`config.mk`:
```
export PLATFORM = sky130hd
export DESIGN_NAME = debug_ctrl_report_flat
export DESIGN_NICKNAME = d
export VERILOG_FILES = /design/src/rtl/debug_ctrl_report_if.sv /design/src/rtl/debug_ctrl_report.sv /design/src/flat_wrapper.sv
export SDC_FILE = /design/constraint.sdc
export NUM_CORES = 1
export LEC_CHECK = 0
export CAP_MARGIN = 25
export CORE_MARGIN = 5
export CORE_UTILIZATION = 51
export CTS_CLUSTER_DIAMETER = 30
export DETAILED_ROUTE_END_ITERATION = 7
export GPL_ROUTABILITY_DRIVEN = 0
export PLACE_DENSITY = 0.77
export SYNTH_ARGS = -nofsm -noshare
export SYNTH_HDL_FRONTEND = slang
export SYNTH_SLANG_ARGS = --single-unit
```
`constraint.sdc`:
```
create_clock -name i_clk -period 2.32 [get_ports i_clk]
set_input_delay 0.348 -clock i_clk [delete_from_list [all_inputs] [get_ports i_clk]]
set_output_delay 0.348 -clock i_clk [all_outputs]
set_load 0.005 [all_outputs]
```
`src/rtl/debug_ctrl_report_if.sv`:
```
// debug_ctrl_report_if: command, counter and UART-tx signals of the debug controller
interface debug_ctrl_report_if #(
  parameter int NB_DATA  = 8,
  parameter int NB_COUNT = 32
);
  logic [NB_DATA-1:0]  i_rx_data;
  logic                i_rx_done;
  logic                i_halt;
  logic [NB_COUNT-1:0] i_count;
  logic                i_tx_done;
  logic                o_tx_start;
  logic [NB_DATA-1:0]  o_tx_data;
  logic                o_exec_mode;
  logic                o_step;
  logic                o_valid;
  logic                o_busy;
  modport slave (
    input  i_rx_data, i_rx_done, i_halt, i_count, i_tx_done,
    output o_tx_start, o_tx_data, o_exec_mode, o_step, o_valid, o_busy
  );
  modport master (
    output i_rx_data, i_rx_done, i_halt, i_count, i_tx_done,
    input  o_tx_start, o_tx_data, o_exec_mode, o_step, o_valid, o_busy
  );
endinterface

```
`src/rtl/debug_ctrl_report.sv`:
```
// debug_ctrl_report: decodes UART run/step commands and reports the latched cycle count as a framed byte stream
module debug_ctrl_report #(
  parameter int                  NB_DATA  = 8,
  parameter int                  NB_COUNT = 32,
  parameter logic [NB_DATA-1:0]  CMD_CONT = 8'h63,
  parameter logic [NB_DATA-1:0]  CMD_STEP = 8'h73,
  parameter logic [NB_DATA-1:0]  HEADER   = 8'hA5
) (
  input logic                i_clk,
  input logic                i_reset,
  debug_ctrl_report_if.slave bus
);
  localparam int N  = NB_COUNT / NB_DATA;
  localparam int NI = N > 1 ? $clog2(N) : 1;
  typedef enum logic [2:0] {S_IDLE, S_RUN, S_STEP, S_SEND_HDR, S_SEND_BYTE, S_WAIT, S_HALTED} state_t;
  state_t              state;
  logic [NB_COUNT-1:0] sh;
  logic [NB_COUNT-1:0] sh_nx;
  logic [NI-1:0]       idx;
  logic                hdr;
  logic                late;
  logic                tx_start;
  logic [NB_DATA-1:0]  tx_data;
  logic                exec_mode;
  logic                step;
  logic                valid;
  logic                busy;
  logic                is_cont;
  logic                is_step;
  assign sh_nx   = sh >> NB_DATA;
  assign is_cont = bus.i_rx_done && bus.i_rx_data == CMD_CONT;
  assign is_step = bus.i_rx_done && bus.i_rx_data == CMD_STEP;
  assign bus.o_tx_start  = tx_start;
  assign bus.o_tx_data   = tx_data;
  assign bus.o_exec_mode = exec_mode;
  assign bus.o_step      = step;
  assign bus.o_valid     = valid;
  assign bus.o_busy      = busy;
  // sh holds the latched count and shifts right one byte per sent byte, so the low byte is always next
  always_ff @(posedge i_clk or posedge i_reset) begin
    if (i_reset) begin
      state     <= S_IDLE;
      sh        <= '0;
      idx       <= '0;
      hdr       <= 1'b0;
      late      <= 1'b0;
      tx_start  <= 1'b0;
      tx_data   <= '0;
      exec_mode <= 1'b0;
      step      <= 1'b0;
      valid     <= 1'b0;
      busy      <= 1'b0;
    end else begin
      case (state)
        S_IDLE: begin
          if ((is_cont || is_step) && bus.i_halt) begin
            sh       <= bus.i_count;
            state    <= S_SEND_HDR;
            tx_start <= 1'b1;
            tx_data  <= HEADER;
            busy     <= 1'b1;
          end else if (is_cont) begin
            state     <= S_RUN;
            exec_mode <= 1'b0;
            valid     <= 1'b1;
          end else if (is_step) begin
            state     <= S_STEP;
            exec_mode <= 1'b1;
            step      <= 1'b1;
            valid     <= 1'b1;
          end
        end
        S_STEP: begin
          // the counter only reflects the step one cycle later, so the latch is deferred into SEND_HDR
          step     <= 1'b0;
          valid    <= 1'b0;
          late     <= 1'b1;
          state    <= S_SEND_HDR;
          tx_start <= 1'b1;
          tx_data  <= HEADER;
          busy     <= 1'b1;
        end
        S_RUN: begin
          if (bus.i_halt) begin
            sh       <= bus.i_count;
            valid    <= 1'b0;
            state    <= S_SEND_HDR;
            tx_start <= 1'b1;
            tx_data  <= HEADER;
            busy     <= 1'b1;
          end
        end
        S_SEND_HDR: begin
          tx_start <= 1'b0;
          hdr      <= 1'b1;
          late     <= 1'b0;
          state    <= S_WAIT;
          if (late) sh <= bus.i_count;
        end
        S_SEND_BYTE: begin
          tx_start <= 1'b0;
          state    <= S_WAIT;
        end
        S_WAIT: begin
          if (bus.i_tx_done) begin
            if (hdr) begin
              hdr      <= 1'b0;
              tx_data  <= sh[NB_DATA-1:0];
              tx_start <= 1'b1;
              state    <= S_SEND_BYTE;
            end else if (idx != NI'(N - 1)) begin
              idx      <= idx + 1'b1;
              sh       <= sh_nx;
              tx_data  <= sh_nx[NB_DATA-1:0];
              tx_start <= 1'b1;
              state    <= S_SEND_BYTE;
            end else begin
              idx   <= '0;
              busy  <= 1'b0;
              state <= bus.i_halt ? S_HALTED : S_IDLE;
            end
          end
        end
        S_HALTED: state <= S_HALTED;
        default:  state <= S_IDLE;
      endcase
    end
  end
endmodule

```
`src/flat_wrapper.sv`:
```
// flat-port wrapper written by rule: the top's interface ports become plain ports
module debug_ctrl_report_flat 
#(
  parameter int                  NB_DATA  = 8,
  parameter int                  NB_COUNT = 32,
  parameter logic [NB_DATA-1:0]  CMD_CONT = 8'h63,
  parameter logic [NB_DATA-1:0]  CMD_STEP = 8'h73,
  parameter logic [NB_DATA-1:0]  HEADER   = 8'hA5
)
  (i_clk, i_reset, bus_i_rx_data, bus_i_rx_done, bus_i_halt, bus_i_count, bus_i_tx_done, bus_o_tx_start, bus_o_tx_data, bus_o_exec_mode, bus_o_step, bus_o_valid, bus_o_busy);
  debug_ctrl_report_if #(.NB_DATA(NB_DATA), .NB_COUNT(NB_COUNT)) bus_i ();
  input logic i_clk;
  input logic i_reset;
  input wire logic [$bits(bus_i.i_rx_data)-1:0] bus_i_rx_data;
  input wire logic [$bits(bus_i.i_rx_done)-1:0] bus_i_rx_done;
  input wire logic [$bits(bus_i.i_halt)-1:0] bus_i_halt;
  input wire logic [$bits(bus_i.i_count)-1:0] bus_i_count;
  input wire logic [$bits(bus_i.i_tx_done)-1:0] bus_i_tx_done;
  output wire logic [$bits(bus_i.o_tx_start)-1:0] bus_o_tx_start;
  output wire logic [$bits(bus_i.o_tx_data)-1:0] bus_o_tx_data;
  output wire logic [$bits(bus_i.o_exec_mode)-1:0] bus_o_exec_mode;
  output wire logic [$bits(bus_i.o_step)-1:0] bus_o_step;
  output wire logic [$bits(bus_i.o_valid)-1:0] bus_o_valid;
  output wire logic [$bits(bus_i.o_busy)-1:0] bus_o_busy;
  assign bus_i.i_rx_data = bus_i_rx_data;
  assign bus_i.i_rx_done = bus_i_rx_done;
  assign bus_i.i_halt = bus_i_halt;
  assign bus_i.i_count = bus_i_count;
  assign bus_i.i_tx_done = bus_i_tx_done;
  assign bus_o_tx_start = bus_i.o_tx_start;
  assign bus_o_tx_data = bus_i.o_tx_data;
  assign bus_o_exec_mode = bus_i.o_exec_mode;
  assign bus_o_step = bus_i.o_step;
  assign bus_o_valid = bus_i.o_valid;
  assign bus_o_busy = bus_i.o_busy;
  debug_ctrl_report #(.NB_DATA(NB_DATA), .NB_COUNT(NB_COUNT), .CMD_CONT(CMD_CONT), .CMD_STEP(CMD_STEP), .HEADER(HEADER)) u_core (.i_clk(i_clk), .i_reset(i_reset), .bus(bus_i));
endmodule
```
==> results.py <==
metrics = {
    "floorplanning": {
        "die_h_um": 83.4,
        "core_area_um2": 5170,
        "die_area_um2": 6960,
        "ioPinCount": 58,
        "start_util": 0.531,
        "core.rowCount": 26,
        "die_w_um": 83.4,
    },
    "worst_setup_path": {
        "cp_max_fo": 31,
        "required_ps": 2510,
        "endpoint_kind": "flop",
        "cp_cell_sequence": "nor2_1 -> a31oi_1 -> o221a_2 -> buf_12 -> mux2_2",
        "worst-setup-path-type": "flop to flop",
        "slowest_stage": "dfrtp_1",
        "crit_arrival_ps": 2270,
        "cp-start-kind": "flop",
        "critPathMaxStageDelay_ps": 770,
        "r2r_cells": 5,
    },
    "placed_design": {
        "hpwl_um": 4030,
        "dp_cells": 368,
        "place.port_buffers": 57,
    },
    "grt": {
        "antenna_found_initial": 0,
        "overflow": 0,
        "grt_max_degree": 53,
        "grt_pass1_vias": 1910,
        "grt_usage": 0.160,
        "grt_pass1_wl_um": 9100,
    },
    "sta": {
        "fmaxAchievable_ghz": 0.480,
        "tightest_slew_ps": 650,
        "finalSetupTns_ps": 0,
        "finalSetupViolations": 0,
        "drv_slew": 0,
        "period_share": 0.898,
        "rsz0062_at_grt": "no",
        "slew_headroom": 0.567,
        "fin_worst_skew_ps": 9.09,
        "layout_min_cycle_time_ps": 2080,
        "timing_hold_violations_final": 0,
    },
    "cts": {
        "ctsHoldBuffers": 0,
        "clk_pin_slew_worst_paths_ps": 90,
        "cts_buffers": 5,
        "clkLatencyLatePin_ps": 300,
        "post_cts_resized": 0,
        "ctsLongestPathBuffers": 2,
        "postCtsSetupBuffers": 0,
        "cts_tree": "done",
        "cts_sinks": 52,
        "cts-htree-levels": 2,
        "clockRootBuffer": "clkbuf_8",
    },
    "layout": {
        "synthToLayoutAreaGrowth_pct": 29.0,
        "antenna_cells": 0,
        "layout.nets": 351,
        "post_route_cells_drive_above_1_share": 0.183,
        "final_cells": 376,
    },
    "synth": {
        "syn_area_um2": 2750,
        "yosys_warnings": 0,
        "netlist_instances": 243,
        "ys_seq_area_frac": 0.473,
        "ys_types": 44,
        "synth_async_sr_flop_share": 1.00,
        "synthFlopType": "dfrtp_1",
        "synth_seq_cells": 52,
        "syn_nets": 289,
        "avgSynthCellArea_um2": 11.3,
        "synth_edf_count": 0,
    },
    "route": {
        "finalWirelength_um": 5460,
        "num_vias": 2014,
        "route.detailed.drc": 0,
        "wire_per_inst_um": 14.5,
        "vias_per_cell": 5.36,
        "antenna_left": 0,
        "initialDrtViolationCount": 171,
        "first_pass_iters": 6,
    },
    "power": {
        "p_per_area_nw_per_um2": 1270,
        "ir_worst_vdd_mv": 0.683,
        "p_leak_nw": 1.54,
    },
    "job": {
        "maxCapViolations": 0,
    },
    "run_status": {
        "status": "completed",
    },
    "min_path": {
        "min_path_type": "input port to asynchronous set/reset pin",
    },
}
## layout by cell type (no fill, tap or decap), types with 4 or more instances in the layout
cell type        synthesis  final
clkbuf_8                 0      5
a21oi_1                  6      6
nor2b_1                  7      7
nand2_1                 21     21
inv_1                   12     11
buf_4                    2     11
mux2_1                  24     24
mux2i_1                 12     12
dfrtp_1                 52     52
a211o_1                  4      4
nor2_1                  11     11
mux2_2                  27     27
o21ai_0                 14     14
clkdlybuf4s50_1          0     57
## worst max-delay path, delay by kind of cell, from the launching register on
kind                   cells  cell delay [ps]
AO/OA/AOI/OAI              2              520
buffers and inverters      1              200
flip-flops                 1              770
multiplexers               1              350
AND/OR/NAND/NOR            1              110
## power by group
part / switching, mW / internal, mW / total, mW
Sequential: 0.268 / 1.35 / 1.62
Clock: 0.296 / 0.216 / 0.512
Combinational: 1.05 / 1.31 / 2.36
Total: 1.62 / 2.87 / 4.49
## area by class of cell
cell class                 instances  area [um^2]
fill                             408         1630
multi-input combinational        162         1300
clock inverter                     3         22.5
timing repair buffer              71          713
tap                               70         87.6
sequential                        52         1300
inverter                          13         48.8
clock buffer                       5         68.8
## logic make-up (layout without fill, tap and decap cells)
logic type      count (synthesis)  after routing  share of synthesized area
compound gates                 43             43                      0.110
fa+ha+maj                       1              1                    0.00455
buf+inv                        29             92                     0.0523
flops                          52             52                      0.473
mux                            63             63                      0.253
simple gates                   55             55                      0.107
## stage by stage
step / setup WS [ps] / instance area (um^2) / utilization / hold WS, ps / power, mW
2_1_floorplan: 498 / 2750 / - / 454 / 3.35
4_1_cts: 261 / 3550 / 0.686 / 409 / 4.54
3_5_place_dp: 19.4 / 3450 / 0.668 / 476 / 4.02
6_report: 237 / 3550 / 0.686 / 402 / 4.49
3_3_place_gp: 33.8 / 3450 / 0.668 / 464 / 3.93
5_1_grt: 132 / 3550 / 0.686 / 423 / 4.85
## sequential cells by signal (all words and copies together) (netlist names), 2 cells and up
signal	cells
u_core.state	3
u_core.bus.o_tx_data	8
u_core.idx	2
u_core.sh	32
## cell usage after synthesis, types with 2 or more instances
master	instances	area, um^2
inv_1	12	45.0
o22ai_1	3	18.8
buf_1	2	7.51
buf_4	2	15.0
mux2_2	27	304
buf_6	3	33.8
nand3b_1	2	15.0
nand4_1	2	12.5
nand3_1	2	10.0
mux2_1	24	270
a21boi_0	2	15.0
nor2b_1	7	43.8
nand2b_1	3	18.8
o21ai_0	14	70.1
nand2_1	21	78.8
buf_2	4	20.0
a21oi_1	6	30.0
nor2_1	11	41.3
a211o_1	4	35.0
clkbuf_1	5	18.8
dfrtp_1	52	1300
a21o_1	2	15.0
mux2i_1	12	120
## per-layer routing
layer,vias up,GRT usage,share of wire
met5,-,0,0
met4,0,0.0351,0.0066
met3,8,0.0386,0.051
met2,54,0.263,0.50
met1,974,0.214,0.44
li1,978,-,-
## path summary, 6_finish.rpt
kind | from | end | slack (ps)
max | u_core.state[2]$_DFFE_PP0P_ | u_core.sh[0]$_DFFE_PP0P_ | 240
min | i_reset | u_core.late$_DFFE_PP0P_ | 400
max reg2reg | u_core.state[2]$_DFFE_PP0P_ | u_core.sh[0]$_DFFE_PP0P_ | 240
min reg2reg | u_core.sh[1]$_DFFE_PP0P_ | u_core.sh[1]$_DFFE_PP0P_ | 490
max in group asynchronous | i_reset | u_core.sh[14]$_DFFE_PP0P_ | 1680
min in group i_clk | u_core.sh[1]$_DFFE_PP0P_ | u_core.sh[1]$_DFFE_PP0P_ | 490
(Power assumes the default switching activity.)
